$ cat config.mk
export PLATFORM = sky130hd
export DESIGN_NAME = r2w_ptr_sync
export DESIGN_NICKNAME = d
export VERILOG_FILES = /design/src/rtl/fifo_pkg.sv /design/src/rtl/sync_ff_chain.sv /design/src/rtl/r2w_ptr_sync.sv
export SDC_FILE = /design/constraint.sdc
export NUM_CORES = 1
export LEC_CHECK = 0
export CORE_MARGIN = 2
export CORE_UTILIZATION = 46
export DETAILED_ROUTE_END_ITERATION = 16
export PLACE_DENSITY_LB_ADDON = 0.12
export SLEW_MARGIN = 20
export SYNTH_ARGS = -nofsm -noshare
export SYNTH_HDL_FRONTEND = slang
export SYNTH_SLANG_ARGS = --single-unit
$ cat constraint.sdc
create_clock -name wclk -period 3.6 [get_ports wclk]
set_input_delay 1.08 -clock wclk [delete_from_list [all_inputs] [get_ports wclk]]
set_output_delay 1.08 -clock wclk [all_outputs]
set_load 0.01 [all_outputs]
$ cat src/rtl/fifo_pkg.sv
// Shared FIFO pointer types and Gray-code helpers for the write/read pointer
// crossing logic.
package fifo_pkg;

    // Default FIFO address width; pointers carry one extra wrap bit.
    localparam int DEFAULT_ADDRSIZE = 7;
    localparam int DEPTH            = 2 ** DEFAULT_ADDRSIZE;

    // Pointer type for the default configuration.
    typedef logic [DEFAULT_ADDRSIZE:0] ptr_t;

    // Widest pointer the width-independent helpers handle. Narrower pointers
    // are zero-extended in; the leading zeros do not disturb the decode.
    localparam int GRAY_W_MAX = 16;
    typedef logic [GRAY_W_MAX-1:0] gray_wide_t;

    // Binary to Gray for the default pointer width.
    function automatic ptr_t bin2gray(input ptr_t bin);
        return bin ^ (bin >> 1);
    endfunction

    // Gray to binary for the default pointer width.
    function automatic ptr_t gray2bin(input ptr_t gray);
        ptr_t bin;
        bin[DEFAULT_ADDRSIZE] = gray[DEFAULT_ADDRSIZE];
        for (int i = DEFAULT_ADDRSIZE - 1; i >= 0; i--) begin
            bin[i] = bin[i+1] ^ gray[i];
        end
        return bin;
    endfunction

    // Gray to binary on the widest supported pointer, for parameterised users.
    function automatic gray_wide_t gray2bin_wide(input gray_wide_t gray);
        gray_wide_t bin;
        bin[GRAY_W_MAX-1] = gray[GRAY_W_MAX-1];
        for (int i = GRAY_W_MAX - 2; i >= 0; i--) begin
            bin[i] = bin[i+1] ^ gray[i];
        end
        return bin;
    endfunction

    // True when more than one bit of the vector is set (clearing the lowest
    // set bit leaves something behind).
    function automatic logic multi_bit_wide(input gray_wide_t vec);
        return (vec & (vec - gray_wide_t'(1))) != {GRAY_W_MAX{1'b0}};
    endfunction

endpackage : fifo_pkg

$ cat src/rtl/sync_ff_chain.sv
// Multi-flop synchroniser for a Gray-coded bus crossing into clk. Used for both
// pointer directions; the last stage is the registered output.
module sync_ff_chain #(
    parameter int WIDTH  = 8,
    parameter int STAGES = 2
) (
    input  logic             clk,
    input  logic             rst_n,
    input  logic [WIDTH-1:0] d,
    output logic [WIDTH-1:0] q
);

    logic [WIDTH-1:0] sync_r [STAGES];

    // Shift the asynchronous input through the flop chain.
    always_ff @(posedge clk or negedge rst_n) begin
        if (!rst_n) begin
            for (int i = 0; i < STAGES; i++) begin
                sync_r[i] <= {WIDTH{1'b0}};
            end
        end else begin
            sync_r[0] <= d;
            for (int i = 1; i < STAGES; i++) begin
                sync_r[i] <= sync_r[i-1];
            end
        end
    end

    assign q = sync_r[STAGES-1];

endmodule : sync_ff_chain

$ cat src/rtl/r2w_ptr_sync.sv
// Write-domain receiver for the Gray read pointer: synchronises it, derives
// registered fill level / free space / almost-full, and raises sticky flags
// for illegal Gray steps and impossible levels.
module r2w_ptr_sync
    import fifo_pkg::*;
#(
    parameter int ADDRSIZE     = 7,
    parameter int SYNC_STAGES  = 2,
    parameter int AFULL_THRESH = 120
) (
    input  logic              wclk,
    input  logic              wrst_n,
    input  logic [ADDRSIZE:0] rptr_gray,
    input  logic [ADDRSIZE:0] wptr_gray,
    input  logic              err_clr,
    output logic [ADDRSIZE:0] r2wptr,
    output logic [ADDRSIZE:0] wlevel,
    output logic [ADDRSIZE:0] wspace,
    output logic              walmost_full,
    output logic              gray_err,
    output logic              level_err
);

    localparam int                PW        = ADDRSIZE + 1;
    localparam logic [ADDRSIZE:0] DEPTH_V   = {1'b1, {ADDRSIZE{1'b0}}};
    localparam logic [ADDRSIZE:0] THRESH_V  = PW'(AFULL_THRESH);

    logic [ADDRSIZE:0] r2wptr_d_r;
    logic [ADDRSIZE:0] rbin_s;
    logic [ADDRSIZE:0] wbin_s;
    logic [ADDRSIZE:0] diff_s;
    logic              over_s;
    logic              gray_step_bad_s;

    sync_ff_chain #(
        .WIDTH  (PW),
        .STAGES (SYNC_STAGES)
    ) u_rptr_sync (
        .clk   (wclk),
        .rst_n (wrst_n),
        .d     (rptr_gray),
        .q     (r2wptr)
    );

    // Decode both pointers and form the modular occupancy and violation terms.
    always_comb begin
        rbin_s          = PW'(gray2bin_wide(gray_wide_t'(r2wptr)));
        wbin_s          = PW'(gray2bin_wide(gray_wide_t'(wptr_gray)));
        diff_s          = wbin_s - rbin_s;
        over_s          = (diff_s > DEPTH_V);
        gray_step_bad_s = multi_bit_wide(gray_wide_t'(r2wptr ^ r2wptr_d_r));
    end

    // Remember the previous synchronised pointer for the Gray step check.
    always_ff @(posedge wclk or negedge wrst_n) begin
        if (!wrst_n) begin
            r2wptr_d_r <= {PW{1'b0}};
        end else begin
            r2wptr_d_r <= r2wptr;
        end
    end

    // Register level, free space and almost-full; saturate an impossible level.
    always_ff @(posedge wclk or negedge wrst_n) begin
        if (!wrst_n) begin
            wlevel       <= {PW{1'b0}};
            wspace       <= DEPTH_V;
            walmost_full <= 1'b0;
        end else if (over_s) begin
            wlevel       <= DEPTH_V;
            wspace       <= {PW{1'b0}};
            walmost_full <= 1'b1;
        end else begin
            wlevel       <= diff_s;
            wspace       <= DEPTH_V - diff_s;
            walmost_full <= (diff_s >= THRESH_V);
        end
    end

    // Sticky Gray-step flag: a new violation beats a simultaneous clear.
    always_ff @(posedge wclk or negedge wrst_n) begin
        if (!wrst_n) begin
            gray_err <= 1'b0;
        end else if (gray_step_bad_s) begin
            gray_err <= 1'b1;
        end else if (err_clr) begin
            gray_err <= 1'b0;
        end else begin
            gray_err <= gray_err;
        end
    end

    // Sticky level flag: a new violation beats a simultaneous clear.
    always_ff @(posedge wclk or negedge wrst_n) begin
        if (!wrst_n) begin
            level_err <= 1'b0;
        end else if (over_s) begin
            level_err <= 1'b1;
        end else if (err_clr) begin
            level_err <= 1'b0;
        end else begin
            level_err <= level_err;
        end
    end

endmodule : r2w_ptr_sync

* Word-level counts from Yosys, hierarchy flattened
Index checks and enable logic that the tools add are counted.
** Cells by class
- $lt $le $gt $ge :: 2
- Reductions and logical operators :: 3
- $add $sub $neg :: 3
- Mux-type cells :: 6
- Bitwise logic cells :: 16
** Operators with widths (number)
- $and 8x16->16 :: 1
- $mux 8 :: 2
- $reduce_bool 16->1 :: 1
- $xor 1x1->1 :: 14
- $sub 8x1->9 const B :: 1
- $ge 8x7->1 const B :: 1
- $gt 8x8->1 const B :: 1
- $sub 8x8->8 :: 1
- $sub 8x8->8 const A :: 1
- $xor 8x8->8 :: 1
- $mux 1 :: 4
- $reduce_bool 2->1 :: 2
** Storage, ports and cells
- Register bits after elaboration :: 43
- Input bits :: 19
- Logic and storage cells :: 38

* Logic depth before layout (Yosys ltp)
- Depth in word-level cells :: 10
- Gate-level depth with buffers :: 15

* Hierarchy
A second synthesis with hierarchy kept.
** Unflattened totals
- Cell total of the unflattened synthesis :: 201
- Area, all modules :: 2263.4 µm²
** Modules (own cells, without submodules)
- r2w_ptr_sync :: seq. area each 651.9 µm², times used 1, area each 1803.0 µm², cells each 177
- sync_ff_chain :: seq. area each 400.4 µm², times used 1, area each 460.4 µm², cells each 24

* Least setup slack after synthesis
No wires, ideal clock.
- Path type :: input to register
- Start :: in wptr_gray[7]
- End :: reg wlevel[4]
- Data required time :: 3.458 ns
- Stages :: 14
- Setup time :: 0.142 ns
- Setup slack :: -0.664 ns
- Data arrival time :: 4.123 ns
- Path buffers :: 1
- Cells stage by stage :: xnor2_2 -> xnor2_2 -> xnor2_1 -> xnor2_1 -> ha_1 -> nor2b_1 -> or2_2 -> a211oi_1 -> or4_1 -> a311o_1 -> and3_1 -> nor2_2 -> buf_2 -> nor2_1
** On the way
- Word-level cells in the longest chain between the ends :: 10
** RTL lines
- start, declared :: line r2w_ptr_sync.sv:14 : input logic [ADDRSIZE:0] wptr_gray,
- $xor 1x1->1 (7 in series) :: line fifo_pkg.sv:37 : bin[i] = bin[i+1] ^ gray[i];
- $sub 8x8->8 (*) :: line r2w_ptr_sync.sv:49 : diff_s = wbin_s - rbin_s;
- $gt 8x8->1 :: line r2w_ptr_sync.sv:50 : over_s = (diff_s > DEPTH_V);
- $mux 8 (*) :: line r2w_ptr_sync.sv:69 : end else if (over_s) begin
- end signal, assigned :: line r2w_ptr_sync.sv:66 : wlevel <= {PW{1'b0}};
- end signal, assigned :: line r2w_ptr_sync.sv:74 : wlevel <= diff_s;
- end, declared :: line r2w_ptr_sync.sv:17 : output logic [ADDRSIZE:0] wlevel,
Mark *: on every way between the ends. The rest lies on a longest branch, timed or not.
A chain may end at the register's enable or synchronous reset.

* Final worst setup path
- Start :: in wptr_gray[5]
- End :: reg wspace[7]
** On the way
- Word-level cells in the longest chain between the ends :: 9
- Elaborated cells between the ends (all ways) :: 10
- Classes of those cells :: add/sub: 2; order compare: 1; mux: 1; bitwise: 6
** RTL lines
- $xor 1x1->1 (*) :: line fifo_pkg.sv:37
- $xor 1x1->1 (5 in series) :: line fifo_pkg.sv:37
- $sub 8x8->8 (*) :: line r2w_ptr_sync.sv:49
- $sub 8x8->8 / $gt 8x8->1 (equally long branches) :: line r2w_ptr_sync.sv:75, r2w_ptr_sync.sv:50
- $mux 8 (*) :: line r2w_ptr_sync.sv:69
- end signal, assigned :: line r2w_ptr_sync.sv:71 : wspace <= {PW{1'b0}};
- end signal, assigned :: line r2w_ptr_sync.sv:75 : wspace <= DEPTH_V - diff_s;
- end, declared :: line r2w_ptr_sync.sv:18 : output logic [ADDRSIZE:0] wspace,
Marks and branches as above.

==> impl_metrics.env <==
export IMPL_synth_top_cell_area_share_pct=45.8
export IMPL_syn_cell_area_um2=2240
export IMPL_initial_core_util_pct=47.4
export IMPL_grt_first_pass_wirelength_um=7850
export IMPL_worst_endpoint_required_ns=3.83
export IMPL_wl_um=4830
export IMPL_synth_lib_cells_used_distinct=52
export IMPL_synth_largest_area_cell="sky130_fd_sc_hd__dfrtp_1"
export IMPL_avgSynthCellArea_um2=11.9
export IMPL_ys_seq_elements=42
export IMPL_dr_total_vias=1705
export IMPL_finalSetupTns_ns=-0.289
export IMPL_final_layout_size_suffix_gt1_share_pct=39.3
export IMPL_initialDrtViolationCount=39
export IMPL_cts_htree_levels=2
export IMPL_r2r_cells=14
export IMPL_hold_depth=0
export IMPL_clk_pin_slew_ns=0.08
export IMPL_synth_fp_nets=214
export IMPL_unrepaired_setup_endpoints_after_global_routing="true"
export IMPL_mostFrequentLayoutCell="sky130_fd_sc_hd__buf_4"
export IMPL_run_status="complete, but fails checks"
export IMPL_path_class_of_the_lowest_slack_min_delay_path="reg -> reg"
export IMPL_timing_final_ws_setup_ns=-0.0994
export IMPL_numPortBuffers=45
export IMPL_grt_start_max_net_pins=43
export IMPL_gp_congestion=0.877
export IMPL_via_per_inst=4.91
export IMPL_finClkSkew_ns=0.00720
export IMPL_drt_pass1_iterations=4
export IMPL_hold_viol_final=0
export IMPL_worstHoldStart="u_rptr_sync.sync_r[9]"
export IMPL_antenna_violating_nets_post_route=0
export IMPL_worstSkewPairLatency_ns=0.29
export IMPL_detailedPlacementHpwl_um=3650
export IMPL_fin_nets=305
export IMPL_max_slew_margin_pct=42.9
export IMPL_synth_seq_area_share_pct=47.0
export IMPL_floorplan_die_area_um2=5450
export IMPL_boundaryPins=46
export IMPL_layout_common_cells="47 x sky130_fd_sc_hd__buf_4, 41 x sky130_fd_sc_hd__dfrtp_1, 37 x sky130_fd_sc_hd__clkdlybuf4s50_1"
export IMPL_violated_checks="negative setup slack"
export IMPL_worst_setup_path_type="in -> reg"
export IMPL_avgRoutedWirePerCell_um=13.9
export IMPL_postSynth_asyncResetShare_pct=100
export IMPL_placeableCoreArea_um2=4720
export IMPL_synth_main_ff_cell="sky130_fd_sc_hd__dfrtp_1"
export IMPL_numCtsBuffers=5
export IMPL_area_growth_synth_to_final_pct=54.3
export IMPL_die_h_um=73.8
export IMPL_period_minus_slack_ns=3.70
export IMPL_reg2reg_to="wspace[7]"
export IMPL_clock_fmax_mhz=270
export IMPL_antenna_found_initial=0
export IMPL_fin_util_pct=73.2
export IMPL_worstReg2RegStart="u_rptr_sync.q[7]"
export IMPL_cp_end_kind="flop"
export IMPL_antenna_diode_count=0
export IMPL_cap_violations=0
export IMPL_drt_drc_violations_left=0
export IMPL_grt_total_usage_pct=19.3
export IMPL_critical_path_startpoint_type="input pin"
export IMPL_global_route_overflow_total=0
export IMPL_number_of_clock_sinks=42
export IMPL_p_leak_nw=1.49
export IMPL_finalMaxSlewViolations=0
export IMPL_reg2reg_setup_slack_ns=-0.05
export IMPL_setup_worst_path_start="wptr_gray[5]"
export IMPL_first_global_vias=1698
export IMPL_power_per_cell_area_nw_per_um2=703
export IMPL_hold_worst_slack_ns=0.346
export IMPL_die_width_um=73.8
export IMPL_synth_edff_count=0
export IMPL_report_final_setup_viol=5
export IMPL_clock_tree_root_cell="sky130_fd_sc_hd__clkbuf_8"
export IMPL_worst_hold_path_endpoint="u_rptr_sync.q[1]"
export IMPL_crit_path_max_fanout=5
export IMPL_rows=25
export IMPL_ir_drop_mv=0.307
export IMPL_pin_slew_with_the_least_headroom_to_its_limit_ns=0.856
export IMPL_data_arrival_time_of_the_critical_path_ns=3.93
export IMPL_tritoncts="yes"
export IMPL_yosysWarningCount=0
export IMPL_clockBufferDepth=2
export IMPL_post_synth_inst_count=188
export IMPL_yosys_top_cells_area="sky130_fd_sc_hd__dfrtp_1 46%, sky130_fd_sc_hd__xnor2_1 9.8%, sky130_fd_sc_hd__ha_1 3.4%"
export IMPL_timing_final_crit_share_pct=103
-- stage by stage --
stage	instance area, um^2	total power, mW	worst slack [ns]	instances
after CTS	3340	2.36	-0.0602	344
after floorplan	2350	1.32	-0.252	188
after global routing	3460	2.59	-0.183	347
after global placement	3090	1.82	-0.811	329
final	3460	2.43	-0.0994	347
after detailed placement	3090	1.84	-0.970	329
-- power by group --
part	total, mW	switching [mW]	leakage (nW)	internal (mW)
registers	0.585	0.0272	0.501	0.558
clock network	0.372	0.164	0.0585	0.208
logic	1.47	0.645	0.932	0.829
total	2.43	0.836	1.49	1.59
-- sequential cells by signal (all words and copies together), names as in the netlist --
name                cells
r2wptr_d_r              8
u_rptr_sync.sync_r      8
level_err               1
wspace                  8
wlevel                  7
walmost_full            1
gray_err                1
u_rptr_sync.q           8
-- area by class of cell --
class | instances | area (um^2)
multi-input combinational | 130 | 1370
fill | 332 | 1260
sequential | 42 | 1050
timing repair buffer | 94 | 821
tap | 67 | 83.8
clock buffer | 5 | 68.8
clock inverter | 3 | 43.8
inverter | 6 | 22.5
-- cell usage after synthesis, drive strengths merged (2+ instances only) --
cell type,n
buf,11
xnor3,2
dfrtp,41
maj3,4
nor2,15
a211oi,2
a31oi,4
nand4,2
nor3,3
ha,6
xor2,8
and3,4
a21oi,8
nand2b,2
and2,3
a21boi,2
inv,6
xnor2,29
o211ai,3
nand2,5
nand3,2
nor2b,2
o21ai,4
or4,2
-- critical path: stages --
cell and delay (ns):
sky130_fd_sc_hd__buf_4 0.13, sky130_fd_sc_hd__xnor2_4 0.21, sky130_fd_sc_hd__xnor2_4 0.17, sky130_fd_sc_hd__xnor2_4 0.17, sky130_fd_sc_hd__xnor2_2 0.12, sky130_fd_sc_hd__ha_2 0.21
sky130_fd_sc_hd__nor2b_4 0.16, sky130_fd_sc_hd__o21ba_4 0.14, sky130_fd_sc_hd__a211o_1 0.17, sky130_fd_sc_hd__a31oi_4 0.12, sky130_fd_sc_hd__buf_6 0.14, sky130_fd_sc_hd__a311o_1 0.37
sky130_fd_sc_hd__and3_4 0.24, sky130_fd_sc_hd__nor4b_4 0.28, sky130_fd_sc_hd__o2111a_1 0.23
-- metal layers --
layer	vias to the layer above	part of all wire, %	GRT usage, %
met5	-	0	0
met4	0	2.5	6.26
met3	9	3.2	4.25
met2	41	57	35.7
met1	828	37	21.6
li1	827	-	-
-- cell families after synthesis --
family	count (synthesis)	synth area share [%]
XOR/XNOR	39	19.2
adder cells (fa/ha/maj)	11	6.09
flip-flops	42	47.0
AND/OR/NAND/NOR	44	11.2
AO/OA/AOI/OAI	34	11.3
multiplexers	1	0.447
buffers and inverters	17	4.75
-- what timing repair did --
| action | in CTS | in global routing |
|---|---|---|
| setup endpoints to repair | 17 | 17 |
| resized for setup | 50 | 20 |
| gates cloned | 1 | 0 |
| setup buffers | 6 | 3 |
| pin swaps | 27 | 23 |
| hold buffers | 0 | 0 |
-- worst max-delay path by stage --
| stage | depth (start not counted) | endpoint |
|---|---|---|
| floorplan | 14 | wlevel[4] |
| global placement | 14 | wspace[5] |
| detailed placement | 14 | wspace[1] |
| CTS | 14 | wspace[7] |
| global route | 13 | wspace[7] |
| finish | 15 | wspace[7] |
(Power assumes the default switching activity.)
